--- src/rtl/rf_pkg.sv ---
`default_nettype none
// ============================================================================
//  Module      : rf_pkg
//  Description : Shared register-file constants and write-back source ids.
//  Revision    : 1.0 - initial release
// ============================================================================
package rf_pkg;

    localparam int XLEN          = 32;
    localparam int REG_AW        = 5;
    localparam int NUM_REGS      = 32;
    localparam int N_SRC_DEFAULT = 3;

    // Fixed producer positions on the write-back source vector
    typedef enum logic [1:0] {
        SRC_ALU = 2'd0,
        SRC_LSU = 2'd1,
        SRC_MDU = 2'd2
    } src_id_e;

endpackage
`default_nettype wire

--- src/rtl/rr_arbiter.sv ---
`default_nettype none
// ============================================================================
//  Module      : rr_arbiter
//  Description : One-hot grant over a request vector. With WB_RR_EN defined
//                the search starts at the pointer and wraps; otherwise the
//                lowest requesting index always wins and no pointer exists.
//  Revision    : 1.0 - initial release
// ============================================================================
module rr_arbiter
    import rf_pkg::*;
#(
    parameter int N = 3
) (
    input  logic [N-1:0]          req,
`ifdef WB_RR_EN
    input  logic [$clog2(N)-1:0]  ptr,
`endif
    output logic [N-1:0]          gnt
);

    localparam logic [N-1:0] C_ONE = N'(1);

`ifdef WB_RR_EN
    localparam int PW = $clog2(N);

    logic [N-1:0] w_mask;
    logic [N-1:0] w_hi;

    // Requests at or above the pointer go first; fall back to the whole
    // vector so the search wraps around to the low indices.
    always_comb begin
        w_mask = '0;
        for (int j = 0; j < N; j++) begin
            w_mask[j] = (PW'(j) >= ptr);
        end
        w_hi = req & w_mask;
        if (|w_hi) begin
            gnt = w_hi & (~w_hi + C_ONE);
        end else begin
            gnt = req & (~req + C_ONE);
        end
    end
`else
    // Isolate the lowest set request bit
    always_comb begin
        gnt = req & (~req + C_ONE);
    end
`endif

endmodule
`default_nettype wire

--- src/rtl/regfile_wb_arbiter.sv ---
`default_nettype none
// ============================================================================
//  Module      : regfile_wb_arbiter
//  Description : Write-back arbiter for the 32x32 register file. Each result
//                producer owns a one-entry holding slot; one slot per cycle
//                is granted the write port. A busy vector tracks registers
//                with a write still outstanding so decode can stall.
//                Build option: WB_RR_EN selects round-robin arbitration,
//                otherwise fixed priority (lowest index wins).
//  Revision    : 1.0 - initial release
// ============================================================================
module regfile_wb_arbiter
    import rf_pkg::*;
#(
    parameter int N_SRC = N_SRC_DEFAULT,
    parameter int XLEN  = rf_pkg::XLEN
) (
    input  logic                    clk,
    input  logic                    rst_n,
    input  logic [N_SRC-1:0]        src_valid,
    output logic [N_SRC-1:0]        src_ready,
    input  logic [N_SRC*REG_AW-1:0] src_addr,
    input  logic [N_SRC*XLEN-1:0]   src_data,
    output logic                    we,
    output logic [REG_AW-1:0]       WriteAddr,
    output logic [XLEN-1:0]         WriteData,
    input  logic                    issue_valid,
    input  logic [REG_AW-1:0]       issue_addr,
    output logic [NUM_REGS-1:0]     busy,
    output logic                    waw_err
);

    logic [N_SRC-1:0]    r_slot_full;
    logic [REG_AW-1:0]   r_slot_addr [N_SRC];
    logic [XLEN-1:0]     r_slot_data [N_SRC];
    logic [N_SRC-1:0]    w_grant;
    logic [REG_AW-1:0]   w_gnt_addr;
    logic [XLEN-1:0]     w_gnt_data;
    logic                w_we;
    logic [NUM_REGS-1:0] r_busy;
    logic [NUM_REGS-1:0] w_set;
    logic [NUM_REGS-1:0] w_clr;
    logic                w_waw;
    logic                r_waw_err;

    // A granted slot empties this edge, so it can take a new result at once
    assign src_ready = ~r_slot_full | w_grant;

    // Holding slots: load on handshake, release when granted
    always_ff @(posedge clk or negedge rst_n) begin
        if (!rst_n) begin
            r_slot_full <= '0;
            for (int i = 0; i < N_SRC; i++) begin
                r_slot_addr[i] <= '0;
                r_slot_data[i] <= '0;
            end
        end else begin
            for (int i = 0; i < N_SRC; i++) begin
                if (src_valid[i] && src_ready[i]) begin
                    r_slot_full[i] <= 1'b1;
                    r_slot_addr[i] <= src_addr[i*REG_AW +: REG_AW];
                    r_slot_data[i] <= src_data[i*XLEN +: XLEN];
                end else if (w_grant[i]) begin
                    r_slot_full[i] <= 1'b0;
                end
            end
        end
    end

`ifdef WB_RR_EN
    localparam int PW = $clog2(N_SRC);

    logic [PW-1:0] r_ptr;
    logic [PW-1:0] w_ptr_nxt;

    // Pointer moves to the slot after the one just granted
    always_comb begin
        w_ptr_nxt = r_ptr;
        for (int i = 0; i < N_SRC; i++) begin
            if (w_grant[i]) begin
                w_ptr_nxt = (i == N_SRC - 1) ? '0 : PW'(i + 1);
            end
        end
    end

    // Arbitration pointer register
    always_ff @(posedge clk or negedge rst_n) begin
        if (!rst_n) begin
            r_ptr <= '0;
        end else begin
            r_ptr <= w_ptr_nxt;
        end
    end

    rr_arbiter #(
        .N   (N_SRC)
    ) u_arb (
        .req (r_slot_full),
        .ptr (r_ptr),
        .gnt (w_grant)
    );
`else
    rr_arbiter #(
        .N   (N_SRC)
    ) u_arb (
        .req (r_slot_full),
        .gnt (w_grant)
    );
`endif

    // Select the granted slot onto the write port; grant is one-hot so OR works
    always_comb begin
        w_gnt_addr = '0;
        w_gnt_data = '0;
        for (int i = 0; i < N_SRC; i++) begin
            if (w_grant[i]) begin
                w_gnt_addr = w_gnt_addr | r_slot_addr[i];
                w_gnt_data = w_gnt_data | r_slot_data[i];
            end
        end
    end

    // A granted x0 result drains silently; no grant leaves the address at 0
    assign w_we      = (w_gnt_addr != '0);
    assign we        = w_we;
    assign WriteAddr = w_gnt_addr;
    assign WriteData = w_we ? w_gnt_data : '0;

    // Busy set/clear decode and write-after-write detection
    always_comb begin
        w_set = '0;
        w_clr = '0;
        if (issue_valid && (issue_addr != '0)) begin
            w_set[issue_addr] = 1'b1;
        end
        if (w_we) begin
            w_clr[w_gnt_addr] = 1'b1;
        end
        w_waw = issue_valid && r_busy[issue_addr] && !w_clr[issue_addr];
    end

    // Pending-write scoreboard; a same-cycle issue outranks the clear
    always_ff @(posedge clk or negedge rst_n) begin
        if (!rst_n) begin
            r_busy    <= '0;
            r_waw_err <= 1'b0;
        end else begin
            r_busy    <= (r_busy & ~w_clr) | w_set;
            r_waw_err <= r_waw_err | w_waw;
        end
    end

    assign busy    = r_busy;
    assign waw_err = r_waw_err;

endmodule
`default_nettype wire
--- config.mk ---
export PLATFORM = sky130hd
export DESIGN_NAME = regfile_wb_arbiter
export DESIGN_NICKNAME = d
export VERILOG_FILES = /design/src/rtl/rf_pkg.sv /design/src/rtl/rr_arbiter.sv /design/src/rtl/regfile_wb_arbiter.sv
export SDC_FILE = /design/constraint.sdc
export NUM_CORES = 1
export LEC_CHECK = 0
export CAP_MARGIN = 15
export CORE_MARGIN = 2
export CORE_UTILIZATION = 48
export DETAILED_ROUTE_END_ITERATION = 10
export PLACE_DENSITY_LB_ADDON = 0.25
export SLEW_MARGIN = 20
export SYNTH_ARGS = -nofsm -noshare
export SYNTH_HDL_FRONTEND = slang
export SYNTH_SLANG_ARGS = --single-unit
--- constraint.sdc ---
create_clock -name clk -period 2.36 [get_ports clk]
set_input_delay 0.472 -clock clk [delete_from_list [all_inputs] [get_ports clk]]
set_output_delay 0.472 -clock clk [all_outputs]
set_load 0.05 [all_outputs]
==> metrics <==
hold buffers post-CTS 0; Synth Cell Area 0.00690 mm²; global-route wire length before repair 33000 µm; Distinct cells, synth 45; ANT nets after route 0; met2 Use GR 48.2%; Core Area 0.0139 mm²; clock slew seen by the registers of the worst setup and hold paths 0.06 ns; GRT Total Usage 28.8%; CP endpoint kind output pin; Vias/cell 5.82; Num CTS Buffers 17; hpwl dp 14300 µm; asr flop ratio synth 100%; DRT iter0 DRCs 408; Final setup viols 33; WL/cell 21.2 µm; met1 Track Usage GR 37.1%; Initial Util 49.5%; Yosys warning total 0; Worst path slowest cell dfrtp_2; Clock Skews 0.00830 ns; switching share of power 37.4%; crit path cell chain buf_6 -> and3b_1 -> o31a_4 -> or2_4 -> nor2_4 -> buf_6 -> buf_16 -> nor2_4 -> buf_8; Psw 3.78 mW; Worst Path Buf+Inv 4; Data arrival, critical path 2.37 ns; register area share after synthesis 53.3%; DRT Wirelength 21400 µm; Root Buffer clkbuf_16; Finished Cell Area 0.0105 mm²; busiest grt layer met2; Synthesized Nets 708; number of synthesized flops with an enable pin 0; Syn Inst Count 586; grt total ovfl 0; Worst Setup Path Type reg -> out; Pint 6.34 mW; Max FO, Critical Path 8; CP max stage delay 0.42 ns; hold slack 0.0550 ns; syn avg cell area 11.8 µm²; Pwr Total 10.1 mW; Leak Pwr 4.30 nW; Max rail drop VDD 543 µV; f_max 0.352 GHz; PwrDens 961 mW/mm²; DR pass1 iterations 5; Slew headroom 57.9%; final net count 939; I/O Buffers 194; Setup crit start kind register; Die Y 124 µm; I/O Pins 196; unrepaired setup endpoints after global routing yes; worst-margin pin slew 0.632 ns; Die Area 0.0153 mm²; Flop pwr share 34.8%; worst skew pair latency 0.42 ns; Cell Rows 43; Post-route DRC 0; Max clock buf depth 2; via count 5875; GRT met3 Usage 7.19%; Synth Flop Type dfrtp_1; Clk pwr share 26.0%; vias in the first global route 6016; htree depth 4; Final period util 121%; initial antenna violation count 0; Top delay family on crit path simple AND/OR/NAND/NOR gates; final hold vios 0; Final WS setup -0.485 ns; pin count of the biggest net entering global routing 66; max cap viols 0; Layout area overhead 52.8%; fraction of layout cells with a size suffix above 1 36.0%; worst hold-check path type in -> async; Worst EP required 1.89 ns; minimum clock period 2.84 ns; setup TNS -15.53 ns; failing checks negative setup slack; Post-DP Area 0.00958 mm²; register bit count reported by yosys 147; GPL Wtd Cong 0.982; diodes inserted 0; status complete, but fails checks; TritonCTS clock tree yes; clk sinks 147; max-slew violation count 0; Die Width 124 µm; Combinational Power Share 39.2%
cells in the mapped netlist, drive strengths merged (3+ instances only):
library cell,count,share of area [%]
a21oi,5,0.42
a221o,32,4.6
a31oi,3,0.27
and2,3,0.27
buf,20,1.6
clkbuf,23,1.3
dfrtp,147,53
inv,5,0.27
mux2,112,18
mux2i,9,1.3
mux4,3,0.98
nand2,21,1.2
nand2b,9,0.82
nand3,6,0.44
nand3b,5,0.54
nand4,3,0.27
nor2,39,2.2
nor2b,7,0.64
o21ai,103,7.5
o221ai,3,0.38
o22ai,3,0.27
xnor2,3,0.38
xor2,3,0.38
layer usage:
metal,routed length [µm],vias up
met2,10800,277
met1,8430,2928
met5,0,-
met3,1650,47
li1,-,2623
met4,503,0
placed cells by master (no fill, tap or decap), types with 4 or more instances in the layout:
| cell | n |
|---|---|
| buf_8 | 8 |
| buf_4 | 45 |
| nand2_1 | 20 |
| mux2_2 | 112 |
| nor2_4 | 33 |
| buf_6 | 33 |
| o21ai_1 | 5 |
| nand2b_1 | 9 |
| dfrtp_1 | 145 |
| clkinv_2 | 5 |
| o21ai_0 | 97 |
| nor2_1 | 6 |
| clkbuf_16 | 17 |
| a221o_1 | 32 |
| a21oi_1 | 4 |
| nand3b_1 | 5 |
| clkdlybuf4s50_1 | 152 |
| buf_12 | 13 |
| nand3_1 | 6 |
| nor2b_1 | 6 |
| mux2i_1 | 9 |
path summary, 6_finish.rpt:
kind | slack (ns) | cells past startpoint | startpoint | endpoint
setup / recovery | -0.48 | 9 | r_slot_full[1]$_DFFE_PN0P_ | WriteData[1]
hold / removal | 0.05 | 1 | rst_n | r_slot_data[93]$_DFFE_PN0P_
setup reg to reg | 0.15 | 8 | r_slot_full[1]$_DFFE_PN0P_ | waw_err$_DFF_PN0_
hold reg to reg | 0.41 | 0 | busy[0]$_DFF_PN0_ | busy[0]$_DFF_PN0_
max in group asynchronous | 1.63 | 2 | rst_n | r_slot_data[45]$_DFFE_PN0P_
min in group clk | 0.41 | 0 | busy[0]$_DFF_PN0_ | busy[0]$_DFF_PN0_
power groups by stage:
stage | sequential (mW) | clock [mW] | combinational, mW
final | 3.52 | 2.63 | 3.97
after global routing | 3.58 | 2.80 | 4.18
after CTS | 3.51 | 2.65 | 3.93
after detailed placement | 3.55 | 0 | 3.80
after global placement | 3.51 | 0 | 3.75
after floorplan | 4.37 | 0 | 1.52
kinds of logic (layout without fill, tap and decap cells):
| kind of cell | after synthesis | count (layout) | synth area share [%] |
|---|---|---|---|
| and+or+nand+nor | 102 | 102 | 7.33 |
| AOI/OAI and AO/OA | 158 | 158 | 14.8 |
| DFF | 147 | 147 | 53.3 |
| other | 1 | 1 | 0.0544 |
| xor gates and xnor gates | 6 | 6 | 0.762 |
| buffers and inverters | 48 | 292 | 3.10 |
| muxes | 124 | 124 | 20.6 |
repair_timing:
item | in CTS | in global routing
pin swaps | 1 | 7
setup endpoints to repair | 33 | 36
buffers inserted | 11 | 3
resized for setup | 42 | 25
cloned | 3 | 0
layout make-up:
type / count / area, µm²
sequential: 147 / 3680
timing repair buffer: 255 / 2700
multi-input combinational: 391 / 3330
fill: 921 / 3400
clock inverter: 13 / 134
tap: 180 / 225
clock buffer: 19 / 443
inverter: 5 / 28.8
stage by stage:
stage	instances	util (%)	worst slack (ns)
2_1_floorplan	586	-	-0.0508
3_3_place_gp	964	68.8	-0.0997
3_5_place_dp	964	68.8	-0.123
4_1_cts	1010	75.2	-0.505
5_1_grt	1010	75.6	-0.537
6_report	1010	75.6	-0.485
flip-flops by register name, indices dropped and copies added, names as in the netlist:
| signal | count |
|---|---|
| r_slot_addr | 15 |
| r_slot_full | 3 |
| busy | 32 |
| r_slot_data | 96 |
| waw_err | 1 |
No activity file was read; power rests on OpenSTA's default activity.
